$ cat config.mk
export PLATFORM = sky130hd
export DESIGN_NAME = pwm_pulse_determination
export DESIGN_NICKNAME = d
export VERILOG_FILES = /design/src/rtl/pwm_pkg.sv /design/src/rtl/pwm_prescaler.sv /design/src/rtl/pwm_pulse_determination.sv
export SDC_FILE = /design/constraint.sdc
export NUM_CORES = 1
export LEC_CHECK = 0
export ABC_AREA = 1
export CORE_MARGIN = 4
export CORE_UTILIZATION = 50
export CTS_CLUSTER_SIZE = 10
export DETAILED_ROUTE_END_ITERATION = 7
export PLACE_DENSITY_LB_ADDON = 0.3
export SETUP_SLACK_MARGIN = 0.4
export SYNTH_ARGS = -nofsm -noshare
export SYNTH_HDL_FRONTEND = slang
export SYNTH_SLANG_ARGS = --single-unit
export TNS_END_PERCENT = 1
$ cat constraint.sdc
create_clock -name sysclk -period 2.7 [get_ports sysclk]
set_input_delay 0.54 -clock sysclk [delete_from_list [all_inputs] [get_ports sysclk]]
set_output_delay 0.54 -clock sysclk [all_outputs]
set_load 0.01 [all_outputs]
$ cat src/rtl/pwm_pkg.sv
// pwm_pkg: constants, run-state enum and duty saturation helper shared by the
// PWM output stage and the waveform generators that drive its duty interface.
//   DUTY_W      width of the duty interface (0..FULL_SCALE)
//   CNT_W       width of the PWM step counter, period = 2**CNT_W steps
//   FULL_SCALE  duty value meaning 100% high, equals 2**CNT_W
package pwm_pkg;

    localparam int DUTY_W     = 7;
    localparam int CNT_W      = 6;
    localparam int FULL_SCALE = 64;

    localparam logic [DUTY_W-1:0] FULL_SCALE_D = DUTY_W'(FULL_SCALE);

    typedef enum logic {
        IDLE = 1'b0,
        RUN  = 1'b1
    } run_state_t;

    // min(duty, FULL_SCALE)
    function automatic logic [DUTY_W-1:0] sat_duty(input logic [DUTY_W-1:0] duty);
        return (duty > FULL_SCALE_D) ? FULL_SCALE_D : duty;
    endfunction

endpackage

$ cat src/rtl/pwm_prescaler.sv
// pwm_prescaler: divides sysclk into one tick every PRESCALE cycles.
//   sysclk  in   system clock
//   rst_n   in   asynchronous active-low reset
//   clr     in   synchronous clear, holds the count at 0
//   tick    out  high while the count sits at PRESCALE-1
// PRESCALE legal range 1..255; PRESCALE=1 gives a tick every cycle.
module pwm_prescaler #(
    parameter int PRESCALE = 4
) (
    input  logic sysclk,
    input  logic rst_n,
    input  logic clr,
    output logic tick
);

    localparam logic [7:0] LAST = 8'(PRESCALE - 1);

    logic [7:0] presc;

    assign tick = (presc == LAST);

    always_ff @(posedge sysclk or negedge rst_n) begin
        if (!rst_n) begin
            presc <= '0;
        end else if (clr || tick) begin
            presc <= '0;
        end else begin
            presc <= presc + 8'd1;
        end
    end

endmodule

$ cat src/rtl/pwm_pulse_determination.sv
// pwm_pulse_determination: turns a 0..FULL_SCALE duty value into a single-bit
// PWM output with a 2**CNT_W step period, each step PRESCALE sysclk cycles.
// The duty is double-buffered into a shadow register that only loads at the
// start of a period, so mid-period duty changes never glitch the output.
//   sysclk        in   system clock
//   rst_n         in   asynchronous active-low reset
//   enable        in   run PWM; low = idle with output low
//   duty_in       in   requested duty, sampled only at load points
//   clr_clip      in   synchronous clear of duty_clip
//   pwm_out       out  registered PWM output
//   period_start  out  1-cycle strobe in the cycle the step counter becomes 0
//   duty_active   out  duty currently in effect (shadow register)
//   duty_clip     out  sticky: a loaded duty_in exceeded FULL_SCALE
module pwm_pulse_determination
    import pwm_pkg::*;
#(
    parameter int PRESCALE = 4
) (
    input  logic              sysclk,
    input  logic              rst_n,
    input  logic              enable,
    input  logic [DUTY_W-1:0] duty_in,
    input  logic              clr_clip,
    output logic              pwm_out,
    output logic              period_start,
    output logic [DUTY_W-1:0] duty_active,
    output logic              duty_clip
);

    localparam logic [CNT_W-1:0] CNT_MAX = '1;

    run_state_t        state, state_next;
    logic [CNT_W-1:0]  cnt, cnt_next;
    logic [DUTY_W-1:0] shadow, shadow_next;
    logic              tick, load, clr_presc, pwm_next;

    // Prescaler only counts while RUN persists; it sits at 0 through IDLE and
    // the entry cycle so step 0 of every period gets a full PRESCALE cycles.
    assign clr_presc = (state != RUN) || !enable;

    pwm_prescaler #(.PRESCALE(PRESCALE)) u_presc (
        .sysclk (sysclk),
        .rst_n  (rst_n),
        .clr    (clr_presc),
        .tick   (tick)
    );

    // State register
    always_ff @(posedge sysclk or negedge rst_n) begin
        if (!rst_n) begin
            state <= IDLE;
        end else begin
            state <= state_next;
        end
    end

    // Next-state logic
    always_comb begin
        state_next = state;
        case (state)
            IDLE:    if (enable)  state_next = RUN;
            RUN:     if (!enable) state_next = IDLE;
            default: state_next = IDLE;
        endcase
    end

    // Counter / shadow / compare logic. Load points are RUN entry and the
    // wrap out of the last step; both restart the period at step 0.
    always_comb begin
        load        = 1'b0;
        cnt_next    = cnt;
        shadow_next = shadow;
        case (state)
            IDLE: begin
                if (enable) begin
                    load     = 1'b1;
                    cnt_next = '0;
                end
            end
            RUN: begin
                if (!enable) begin
                    cnt_next = '0;
                end else if (tick) begin
                    cnt_next = cnt + 1'b1;
                    load     = (cnt == CNT_MAX);
                end
            end
            default: cnt_next = '0;
        endcase
        if (load) begin
            shadow_next = sat_duty(duty_in);
        end
        // Compare against the values being registered this edge so a new duty
        // takes effect from step 0 and duty=FULL_SCALE has no gap at the wrap.
        pwm_next = (state_next == RUN) && (DUTY_W'(cnt_next) < shadow_next);
    end

    always_ff @(posedge sysclk or negedge rst_n) begin
        if (!rst_n) begin
            cnt          <= '0;
            shadow       <= '0;
            pwm_out      <= 1'b0;
            period_start <= 1'b0;
            duty_clip    <= 1'b0;
        end else begin
            cnt          <= cnt_next;
            shadow       <= shadow_next;
            pwm_out      <= pwm_next;
            period_start <= load;
            // A clipped load wins over a same-cycle clear.
            if (load && (duty_in > FULL_SCALE_D)) begin
                duty_clip <= 1'b1;
            end else if (clr_clip) begin
                duty_clip <= 1'b0;
            end
        end
    end

    assign duty_active = shadow;

endmodule

# After elaboration in Yosys (flattened, before gate mapping)
# Index checks and enable logic that the tools add are counted.
# totals
elab_cells	33
reg_bits	25
in_bits	11
# op_classes
muxes	13
bitwise	1
eq_ne	2
magnitude_cmp	2
n_addsub	2
reduce_logical	6
# ops
operator	n
6-bit 2-to-1 mux	3
7-bit 2-to-1 mux	2
6-bit one-hot mux with 2 select lines	1
8-bit by 1-bit adder with 8-bit output (second input constant)	1
8-bit by 2-bit == test with 1-bit output (second input constant)	1
8-bit 2-to-1 mux	1
7-bit greater-than comparator (second input constant)	1
6-bit by 7-bit less-than comparator with 1-bit output	1
6-bit by 1-bit adder with 6-bit output (second input constant)	1
6-bit == test (second input constant)	1
1-bit 2-to-1 mux	5
1-bit logical AND	2
1-bit logical OR	2
1-bit one-hot mux with 2 select lines	1
2-bit nonzero test	1
1-bit logical NOT	1
1-bit NOT	1

# Depth between registers and ports, before layout
# Gate-level depths: netlist of run 1.
# logic_depth
word_depth	7
depth_mapped	15

# Hierarchy
# A second synthesis of run 1 with hierarchy kept.
# hier_totals
cells_unflattened	171
hier_area_um2	1400.1
# modules_own_cells
mod	instances	cells_each	area_each_um2
pwm_pulse_determination	1	112	945.9
pwm_prescaler	1	59	454.2

# Worst setup path after synthesis of run 1
# Ideal clock, no wire load.
# synth_timing
path_type	register to register
startpoint	reg u_presc.presc[0]
endpoint	reg pwm_out
path_stages_with_launch	15
arrival_time_ns	2.004
period_less_slack_ns	2.077
required_ns	2.627
slack_ns	0.623
cell_sequence	dfrtp_1 -> ha_1 -> nand2_1 -> nor2_4 -> inv_2 -> nor3b_2 -> nand2_1 -> o21ai_1 -> a21oi_1 -> ha_1 -> a21oi_1 -> nor2_1 -> o21ai_2 -> nand2_1 -> a21oi_2
# synth_via
word_cells_on_any_way	10
# synth_lines
item	line	rtl
from (decl)	pwm_prescaler.sv:18	logic [7:0] presc;
from (signal assigned)	pwm_prescaler.sv:28	presc <= presc + 8'd1;
8-bit by 2-bit == test with 1-bit output	pwm_prescaler.sv:20	assign tick = (presc == LAST);
6-bit 2-to-1 mux	pwm_pulse_determination.sv:83	end else if (tick) begin
6-bit 2-to-1 mux	pwm_pulse_determination.sv:81	if (!enable) begin
6-bit one-hot mux with 2 select lines	pwm_pulse_determination.sv:73	case (state)
net cnt_next[4]	pwm_pulse_determination.sv:33	logic [CNT_W-1:0] cnt, cnt_next;
6-bit by 7-bit less-than comparator with 1-bit output	pwm_pulse_determination.sv:95	pwm_next = (state_next == RUN) && (DUTY_W'(cnt_next) < shadow_next);
1-bit logical AND	pwm_pulse_determination.sv:95	
net pwm_next	pwm_pulse_determination.sv:35	logic tick, load, clr_presc, pwm_next;
to (signal assigned)	pwm_pulse_determination.sv:108	pwm_out <= pwm_next;
to (decl)	pwm_pulse_determination.sv:24	output logic pwm_out,
# The timed path passes the listed nets, and every way through them passes these cells.
# A chain may end at the register's enable or synchronous reset.

# Final worst setup path of run 1
# layout_timing
startpoint	reg u_presc.presc[4]
endpoint	reg pwm_out
# The elaborated chain is that of the path after synthesis.

==> metrics, run 1 <==
first-pass GRT wire length 4747 microns; RSZ-0062 raised after global routing false; period utilisation layout 81.98%; P_int 533.8 uW; CTS H-tree depth 1; Die X 59.26 microns; Worst Setup SP u_presc.presc[4]$_DFF_PN0_; Main synth FF type dfrtp_1; Rel. slew slack 71.00%; Yosys reg bits 25; Post-synth EDFFs 0; Num CTS Buffers 3; maximum VDD drop 0.0003126 V; pwr dens 407.0 nW/um^2; XOR/XNOR Fraction of Synth Area 0.6667%; I/O Buffers 20; Antenna Nets Post-Route 0; largest net degree at the start of global routing 26; DP Wirelength 2086 microns; post-synth top area share 47.62%; DR pass1 iterations 5; clock sink count 25; root buf cell clkbuf_4; die area 3512 sq um; clock skew 0.009879 ns; Cells after Synth 154; WP data arrival 2.47 ns; initial DRC count 58; sequential share of the synthesized area 47.62%; crit-path max FO 5; crit path time final 2.213 ns; hold buffer count at CTS 0; area delta synth->final 38.29%; Synth async-reset ratio 100.0%; Die Span Y 59.26 microns; Worst-Margin Slew 0.4350 ns; RD Place Congestion 0.7751; mapped cell area 1314 sq um; Synth Area in Compound Gates 9.429%; CP endpoint kind flop; switch share 27.80%; largest area contributor in the netlist dfrtp_1; top-level I/O count 21; synth unique cells 30; Clock transition at path regs 0.14 ns; WS Path Type reg2reg; Overflow after GRT 0; Post-route DRC 0; post-synthesis adder-cell area fraction 6.667%; vias in the first global route 1116; Final nets 210; Reg power frac 54.4%; hold_ws 0.5333 ns; ant diodes 0; Static Leak 0.8842 nW; busiest layer in global routing met2; Warnings, synthesis 0; final number of hold-violating endpoints 0; Routed WL 3068 microns; met3 usage in global routing 2.614%; setup TNS 0 ns; clock share of power 22.8%; maxcap violations 0; Synth Net Count 172; syn avg cell area 8.531 sq um; met1 GRT Util 22.75%; initial antenna violation count 0; Slew Viols, Final 0; hold path start duty_clip$_DFFE_PN0P_; worst path required time 2.96 ns; largest family of logic cells by synthesized area simple AND/OR/NAND/NOR gates; clk_lat worst skew 0.32 ns; Initial Utilization 52.55%; ratio of cells with drive above 1 in the final layout 24.61%; Row Count 18; Tot GR Track Use 17.81%; vias 1168; Area contributors post-synth dfrtp_1 (48%), inv_1 (8.9%), ha_1 (6.7%); DR WL/cell 13.88 microns; GR Layer Usage met2 30.73%; final setup vio count 0; CTS tree yes; status complete, no violations; Worst R2R Start u_presc.presc[4]$_DFF_PN0_; CP Launch Type flop; routed vias/inst 5.285; post-synthesis mux area share 0%; HP Class reg2reg; Fmax 0.4518 GHz; Gate power share 22.7%; Net Sw Power 205.5 uW; Post-Synth Simple-Gate Area 25.05%; core area 2500 sq um; Max clock buf depth 2
==> stage by stage <==
stage	power, mW	cells	setup WS, ns	cell area (sq um)	utilization (%)
6_report	0.7394	221	0.4866	1817	72.67
5_1_grt	0.7777	221	0.3563	1817	72.67
4_1_cts	0.7084	209	0.4349	1589	63.56
3_5_place_dp	0.5401	204	0.02436	1548	61.91
3_3_place_gp	0.5357	204	0.1154	1548	61.91
2_1_floorplan	0.4726	154	0.6227	1314	-
==> final timing paths <==
kind                                       endpoint  slack (ns)  depth (start not counted)
max                               pwm_out$_DFF_PN0_        0.49                         14
min                           duty_clip$_DFFE_PN0P_        0.53                          2
max reg2reg                       pwm_out$_DFF_PN0_        0.49                         14
min reg2reg                   duty_clip$_DFFE_PN0P_        0.53                          2
max in group asynchronous  duty_active[6]$_DFF_PN0_        1.90                          2
min in group asynchronous           state$_DFF_PN0_        0.56                          2
==> worst max-delay path: stages, from the launching register on <==
cell     delay, ns
dfrtp_1       0.45
nor2_1        0.13
nand2_1       0.09
nor2_4        0.15
inv_4         0.06
nor3b_4       0.23
nand2_2       0.10
o21ai_2       0.15
a21oi_2       0.07
ha_4          0.25
a21oi_2       0.12
nor2_1        0.06
o21ai_2       0.11
nand2_1       0.07
a21oi_2       0.11
==> cells by family after synthesis <==
logic type      count (synthesis)
simple gates                   66
flops                          25
buf+inv                        35
fa+ha+maj                       7
xor+xnor                        1
compound gates                 20
==> cells in the mapped netlist (all sizes together) (2+ instances only) <==
library cell,instances
o21ai,3
nor3b,3
nor2,18
nand3,11
nand2,25
nand4,2
o22ai,5
nor3,5
ha,7
dfrtp,25
a21oi,8
inv,34
==> sequential cells by signal, indices dropped and copies added, names as in the netlist <==
| name | flops |
|---|---|
| state | 1 |
| u_presc.presc | 8 |
| duty_clip | 1 |
| cnt | 6 |
| duty_active | 7 |
| pwm_out | 1 |
| period_start | 1 |
==> cell usage in the layout (no fill, tap or decap), drive strengths merged <==
master         count
clkbuf             4
o211ai             1
nor2              18
nand2             25
and2               1
o21ai              3
o22ai              5
inv               34
nor4               1
nand3             11
ha                 7
a31oi              1
a21oi              8
nor3b              3
dfrtp             25
o21a               1
xnor2              1
dlygate4sd2        1
nor3               5
clkdlybuf4s50     19
nand4              2
buf               14
o311ai             1
==> routing by layer <==
layer	share of wire [%]	up-vias
li1	-	567
met1	40	563
met2	53	26
met3	2.8	12
met4	4.4	0
met5	0	-
==> timing repair <==
action,4_1_cts,5_1_grt
pin swaps,1,13
setup endpoints to repair,1,1
gates resized for setup,3,24
buffers inserted,1,12
==> layout make-up <==
| type | instances | area [sq um] |
|---|---|---|
| clock buffers | 4 | 26.28 |
| fillers | 169 | 683.2 |
| inverters | 34 | 132.6 |
| multi-input cells | 94 | 674.4 |
| flip-flops and latches | 25 | 625.6 |
| well taps | 30 | 37.54 |
| repair buffers | 34 | 320.3 |
==> power by group through the flow <==
stage / Combinational (mW) / Clock, mW / Sequential, mW
floorplan: 0.0566 / 0 / 0.416
global placement: 0.127 / 0 / 0.409
detailed placement: 0.130 / 0 / 0.410
CTS: 0.132 / 0.174 / 0.403
global route: 0.184 / 0.188 / 0.405
finish: 0.168 / 0.169 / 0.402
No activity file was read; power rests on OpenSTA's default activity.
==> run 2: changes to the inputs <==
clock period = 2.3 ns   (was 2.7 ns; I/O delays follow)
==> run 2 against run 1 <==
  * First-iteration DRC count unchanged
  * Core utilization down 1.4 points
  * Flip-flop and latch count unchanged
  * Worst setup slack worse by 0.44 ns
  * Sequential power up 17%
  * Design area down 1.9%
  * Register-to-register slack worse by 0.44 ns
==> metrics, run 2 (same netlist as run 1, synthesis figures left out) <==
status complete, no violations; switch share 26.92%; core area 2500 sq um; Max clock buf depth 2; I/O Buffers 20; Clock transition at path regs 0.14 ns; # fillers 201; root buf cell clkbuf_4; clock share of power 23.6%; Util after Layout 71.32%; final number of hold-violating endpoints 0; initial DRC count 58; Worst-Margin Slew 0.3421 ns; worst path required time 2.57 ns; Static Leak 0.9151 nW; RSZ-0062 raised after global routing true; DR pass1 iterations 4; die area 3512 sq um; Antenna Nets Post-Route 0; ant diodes 0; largest net degree at the start of global routing 26; ratio of cells with drive above 1 in the final layout 25.00%; Die X 59.26 microns; Slew Viols, Final 0; largest reg by FF count u_presc.presc; Row Count 18; P_int 616.5 uW; worst setup slack after layout 0.05070 ns; clock skew 0.01234 ns; hold_ws 0.4758 ns; maximum VDD drop 0.0004822 V; pwr dens 473.1 nW/um^2; DR WL/cell 12.90 microns; Reg area 625.6 sq um; Final nets 219; area delta synth->final 35.71%; pre-CTS setup slack -0.1781 ns; CTS tree yes; Overflow after GRT 0; vias in the first global route 1129; RD Place Congestion 0.8333; clock sink count 25; Routed WL 2968 microns; setup TNS 0 ns; multi-input logic area 590.6 sq um; Rel. slew slack 76.90%; routed vias/inst 5.122; first-pass GRT wire length 4809 microns; max reg flops 8; CP endpoint kind flop; Num CTS Buffers 3; CP Launch Type flop; Tot GR Track Use 18.01%; Post-route DRC 0; CTS H-tree depth 1; Reg power frac 55.9%; maxcap violations 0; vias 1178; final setup vio count 0; WS Path Type reg2reg; clk_lat worst skew 0.32 ns; crit-path max FO 6; Initial Utilization 52.55%; WP data arrival 2.52 ns; Die Span Y 59.26 microns; DP Wirelength 2138 microns; most common cell after layout, fill and taps aside inv_1; HP Class in2async; Net Sw Power 227.1 uW; Gate power share 20.5%; initial antenna violation count 0; Fmax 0.4446 GHz; period utilisation layout 97.80%; most frequent cells in the layout inv_1 (31), dfrtp_1 (25), buf_4 (23); crit path time final 2.249 ns; top-level I/O count 21
## run 2: cell type report
| class | instances | area share [%] |
|---|---|---|
| clock buffer | 4 | 1.474 |
| inverter | 34 | 7.298 |
| tap | 30 | 2.105 |
| timing repair buffer | 43 | 20.91 |
| multi-input combinational | 94 | 33.12 |
| sequential | 25 | 35.09 |
## run 2: power by group through the flow
stage                     clock (mW)  combinational [mW]  sequential, mW
after floorplan                    0              0.0666           0.488
after global placement             0               0.162           0.480
after detailed placement           0               0.166           0.480
after CTS                      0.206               0.170           0.472
after global routing           0.224               0.194           0.475
final                          0.199               0.173           0.471
## run 2: timing repair
| item | 4_1_cts | 5_1_grt |
|---|---|---|
| setup endpoints to repair | 1 | 1 |
| gates resized for setup | 2 | 9 |
| hold buffers | 0 | 0 |
| setup buffers | 6 | 7 |
| pin swaps | 3 | 5 |
## run 2: metal layers
layer | GRT usage [%] | up-vias | wire length (microns)
met1 | 22.19 | 566 | 1259
met4 | 5.502 | 0 | 37
li1 | - | 586 | -
met2 | 32.14 | 22 | 1584
met5 | 0 | - | 0
met3 | 2.614 | 4 | 87
## run 2: path summary, 6_finish.rpt
kind | start | endpoint | slack (ns) | cells after the start
max | u_presc.presc[4]$_DFF_PN0_ | pwm_out$_DFF_PN0_ | 0.05 | 14
min | rst_n | cnt[1]$_DFF_PN0_ | 0.48 | 2
max reg2reg | u_presc.presc[4]$_DFF_PN0_ | pwm_out$_DFF_PN0_ | 0.05 | 14
min reg2reg | duty_clip$_DFFE_PN0P_ | duty_clip$_DFFE_PN0P_ | 0.55 | 2
max in group asynchronous | rst_n | duty_active[5]$_DFF_PN0_ | 1.58 | 2
min in group sysclk | duty_clip$_DFFE_PN0P_ | duty_clip$_DFFE_PN0P_ | 0.55 | 2
## run 2: critical path: stages (launching register included)
cell and delay [ns]:
dfrtp_1 0.42, nor2_2 0.13, nand2_2 0.07, nor2_4 0.21, inv_4 0.08, nor3b_4 0.25, nand2_2 0.10, o21ai_2 0.13
a21oi_2 0.05, ha_1 0.31, a21oi_2 0.12, nor2_1 0.05, o21ai_2 0.10, nand2_1 0.07, a21oi_2 0.10
## run 2: through the flow
step,cells,total power [mW],cell area (sq um)
3_3_place_gp,213,0.6415,1620
4_1_cts,223,0.8473,1697
6_report,230,0.8436,1783
2_1_floorplan,154,0.5550,1319
5_1_grt,230,0.8928,1783
3_5_place_dp,213,0.6467,1620
==> run 3: changes to the inputs <==
HOLD_SLACK_MARGIN = 0.02   (was not set)
PLACE_DENSITY = 0.73   (was not set)
PLACE_DENSITY_LB_ADDON = not set   (was 0.3)
==> run 3 against run 2 <==
  * Wire length rose by 1.1%
  * Core utilization decreased by 2.0 points
  * Combinational power about the same
  * Highest routed layer unchanged
  * Design area fell by 2.7%
  * Die area unchanged
  * Clock-buffer cell count is the same
==> metrics, run 3 (same netlist as run 1, synthesis figures left out) <==
maxcap violations 0; routed vias/inst 5.107; pwr dens 486.4 nW/um^2; area delta synth->final 32.00%; Final nets 214; largest reg by FF count u_presc.presc; DR pass1 iterations 4; top-level I/O count 21; Post-Layout Inst Area 1734 sq um; Design Power 843.5 uW; Overflow after GRT 0; Die X 59.26 microns; hold buffer count at CTS 0; Die Span Y 59.26 microns; crit-path leading delay family simple AND/OR/NAND/NOR gates; most frequent cells in the layout inv_1 (31), dfrtp_1 (25), nand2_1 (20), clkdlybuf4s50_1 (20), buf_4 (18); CTS tree yes; Fmax 0.4469 GHz; core area 2500 sq um; root buf cell clkbuf_4; initial antenna violation count 0; CP endpoint kind flop; final number of hold-violating endpoints 0; Buf/Inv on CP 2; vias in the first global route 1224; CP Launch Type flop; crit-path max FO 6; CTS H-tree depth 1; Clock transition at path regs 0.14 ns; Slowest-stage cell, CP dfrtp_1; maximum VDD drop 0.0003464 V; RD Place Congestion 0.8170; status complete, no violations; largest net degree at the start of global routing 26; Post-DP Area 1628 sq um; r2r setup slk 0.06 ns; Initial Utilization 52.55%; WP data arrival 2.50 ns; DR WL/cell 13.34 microns; max reg flops 8; Critical Path Max Stage Delay 0.39 ns; clock skew 0.01051 ns; crit path time final 2.237 ns; vias 1149; clock sink count 25; hold_ws 0.4911 ns; die area 3512 sq um; initial DRC count 46; worst path required time 2.56 ns; Routed WL 3002 microns; DP Wirelength 2342 microns; WS Path Type reg2reg; Row Count 18; Num CTS Buffers 3; ant diodes 0; Max clock buf depth 2; HP Class in2async; RSZ-0062 raised after global routing true; Rel. slew slack 71.01%; Worst-Margin Slew 0.4309 ns; CP cell instances ha_2 -> nand2_2 -> nor2_4 -> inv_4 -> nor4_1 -> a21oi_1 -> o21a_1 -> ha_1 -> inv_1 -> nor2_1 -> o21ai_2 -> nand2_1 -> a21oi_2; Post-route DRC 0; clk_lat worst skew 0.31 ns; Tot GR Track Use 19.29%; most common cell after layout, fill and taps aside inv_1; final setup vio count 0; Slew Viols, Final 0; period utilisation layout 97.28%; # fillers 204; I/O Buffers 20; Static Leak 0.8854 nW; Antenna Nets Post-Route 0; first-pass GRT wire length 5216 microns; ratio of cells with drive above 1 in the final layout 20.51%
run 3: worst paths after layout:
check	start	endpoint	cells past startpoint
worst min register to register	duty_clip$_DFFE_PN0P_	duty_clip$_DFFE_PN0P_	2
max in group asynchronous	rst_n	u_presc.presc[2]$_DFF_PN0_	2
worst max-delay path	u_presc.presc[0]$_DFF_PN0_	pwm_out$_DFF_PN0_	13
worst max register to register	u_presc.presc[0]$_DFF_PN0_	pwm_out$_DFF_PN0_	13
worst min-delay path	rst_n	cnt[4]$_DFF_PN0_	2
min in group sysclk	duty_clip$_DFFE_PN0P_	duty_clip$_DFFE_PN0P_	2
run 3: timing repair:
action | CTS | global route
pin swaps | 3 | 1
gates resized for setup | 2 | 4
setup buffers | 7 | 0
setup endpoints to repair | 1 | 1
run 3: cell type report:
| cell class | count | area, sq um | share of cell area [%] |
|---|---|---|---|
| clock buffers | 4 | 26.28 | 1.515 |
| inverters | 34 | 130.1 | 7.504 |
| multi-input cells | 94 | 579.3 | 33.41 |
| flip-flops and latches | 25 | 625.6 | 36.08 |
| well taps | 30 | 37.54 | 2.165 |
| repair buffers | 38 | 335.3 | 19.34 |
run 3: per-layer routing:
metal / global-route usage [%] / share of wire (%) / vias to the layer above
li1: - / - / 575
met4: 6.796 / 1.8 / 0
met5: 0 / 0 / -
met1: 23.18 / 45 / 552
met2: 34.48 / 51 / 16
met3: 3.050 / 2.3 / 6
run 3: per-stage QoR:
stage,util (%),setup TNS [ns],setup WS (ns),cells
2_1_floorplan,-,0,0.2572,154
3_3_place_gp,65.12,-0.1007,-0.1007,214
3_5_place_dp,65.12,-0.1304,-0.1304,214
4_1_cts,68.62,0,0.04155,225
5_1_grt,69.37,-0.1010,-0.1010,225
6_report,69.37,0,0.06258,225
run 3: where the power goes:
part	switching, mW	internal [mW]
clock	0.128	0.0676
combinational	0.0865	0.0894
sequential	0.0122	0.460
==> RTL change (config.mk and constraints of run 3) <==
The package constant `DUTY_W` goes from 7 to 5.
--- a/src/rtl/pwm_pkg.sv
+++ b/src/rtl/pwm_pkg.sv
@@ -5,7 +5,7 @@
 //   FULL_SCALE  duty value meaning 100% high, equals 2**CNT_W
 package pwm_pkg;
 
-    localparam int DUTY_W     = 7;
+    localparam int DUTY_W     = 5;
     localparam int CNT_W      = 6;
     localparam int FULL_SCALE = 64;
 
Ports: changed (resized duty_active and duty_in); port bits go from 21 to 17. No check against the original RTL was run, so the function may have changed too.
==> RTL change against run 3 <==
Worst setup slack improved by 0.11 ns; synthesized area down 13%; sequential cell count shrank 2; critical endpoint unchanged; maximum frequency rose by 5.2%; cell area shrank 18%; critical path type unchanged; global-route usage fell by 4.0 points; largest cell class unchanged; wire length decreased by 30%.
Power is not compared: it rests on default switching activity, and its combinational part moved more than twofold at a synthesized area within 25%.
==> RTL change: results (changes against run 3) <==
- **wire length of the first global-routing pass** 3850 um, -26%
- **global router's overall resource usage** 15.3%, -4.0 points
- **share of synthesized area occupied by flip-flops and latches** 50.6%, +3.0 points
- **share of cells above drive strength 1** 12.7%, -7.8 points
- **Global Route met2 Usage** 25.5%, -9.0 points
- **met2 layer wire length in the routed design** 931 um, -39%
- **pin count of the biggest net entering global routing** 24, -7.7%
- **slew margin rel.** 76.8%, +5.8 points
- **number of resized instances in the post-cts repair step** 0, -2
- **half-perimeter wire length after placement** 1590 um, -32%
- **dominant cells by area after synthesis** sky130_fd_sc_hd__dfrtp_1 51%, sky130_fd_sc_hd__inv_1 7.3%, sky130_fd_sc_hd__nand2_1 6.9%
- **number of distinct standard cells referenced by the synthesized netlist** 22, -27%
- **Reg2Reg Setup Slack** 0.17 ns, +0.11 ns
- **synthesized instance count** 130, -16%
- **post-detailed-route wirelength per cell** 11.4 um, -15%
- **violation count after the first detailed-route iteration** 17, -63%
- **clock-pin slew on the worst setup and hold paths** 0.12 ns, -0.02 ns
- **clock skew** 0.00848 ns, -0.00202 ns
- **worst setup timing slack at the placement stage** 0.0254 ns, +0.156 ns
- **ranking of synthesized cells by instance count** 23 x sky130_fd_sc_hd__dfrtp_1, 22 x sky130_fd_sc_hd__inv_1, 21 x sky130_fd_sc_hd__nand2_1
- **Routability Congestion** 0.764, -6.5%
- **drt total wl** 2110 um, -30%
- **net count after synthesis** 145, -16%
- **vias in the first global route** 959, -22%
- **total of buffers placed on input and output ports** 16, -20%
- **status** finished, final reports clean
- **vias per std cell** 4.86, -4.8%
- **maximum fanout count along the critical path** 5, -1
-- RTL change: changes by cell type in the layout (fill, tap and decap cells not counted), sizes merged, moves of 2 or more --
cell	run 3	this run
buf	18	7
dfrtp	25	23
inv	34	23
o22ai	5	2
xor2	0	3
clkdlybuf4s50	20	16
nor3	5	8
a21oi	8	6
nand3	11	7
-- RTL change: layout make-up --
cell class / instances / area [um^2] / area share (%)
Sequential cell: 23 / 576 / 40.5
Timing Repair Buffer: 23 / 213 / 15.0
Clock buffer: 4 / 26.3 / 1.85
Tap cell: 28 / 35.0 / 2.46
Inverter: 23 / 86.3 / 6.07
Multi-Input combinational cell: 84 / 485 / 34.2
-- RTL change: critical path: stages (launching register included) --
cell and delay [ns]:
sky130_fd_sc_hd__dfrtp_1 0.39, sky130_fd_sc_hd__ha_2 0.19, sky130_fd_sc_hd__nand2_2 0.07, sky130_fd_sc_hd__nor2_4 0.15
sky130_fd_sc_hd__nand2_4 0.07, sky130_fd_sc_hd__or2_1 0.21, sky130_fd_sc_hd__xor2_1 0.15, sky130_fd_sc_hd__nor2_1 0.08
sky130_fd_sc_hd__ha_1 0.34, sky130_fd_sc_hd__a211oi_2 0.18, sky130_fd_sc_hd__nand3_1 0.10, sky130_fd_sc_hd__a21oi_1 0.13
-- RTL change: kinds of logic (layout without fill, tap and decap cells) --
logic type | count (synthesis) | after routing | synth area share, %
flip-flops | 23 | 23 | 50.6
AO/OA/AOI/OAI | 12 | 12 | 6.05
AND/OR/NAND/NOR | 63 | 63 | 26.8
XOR/XNOR | 3 | 3 | 2.31
adder cells (fa/ha/maj) | 6 | 6 | 6.60
buffers and inverters | 23 | 50 | 7.59
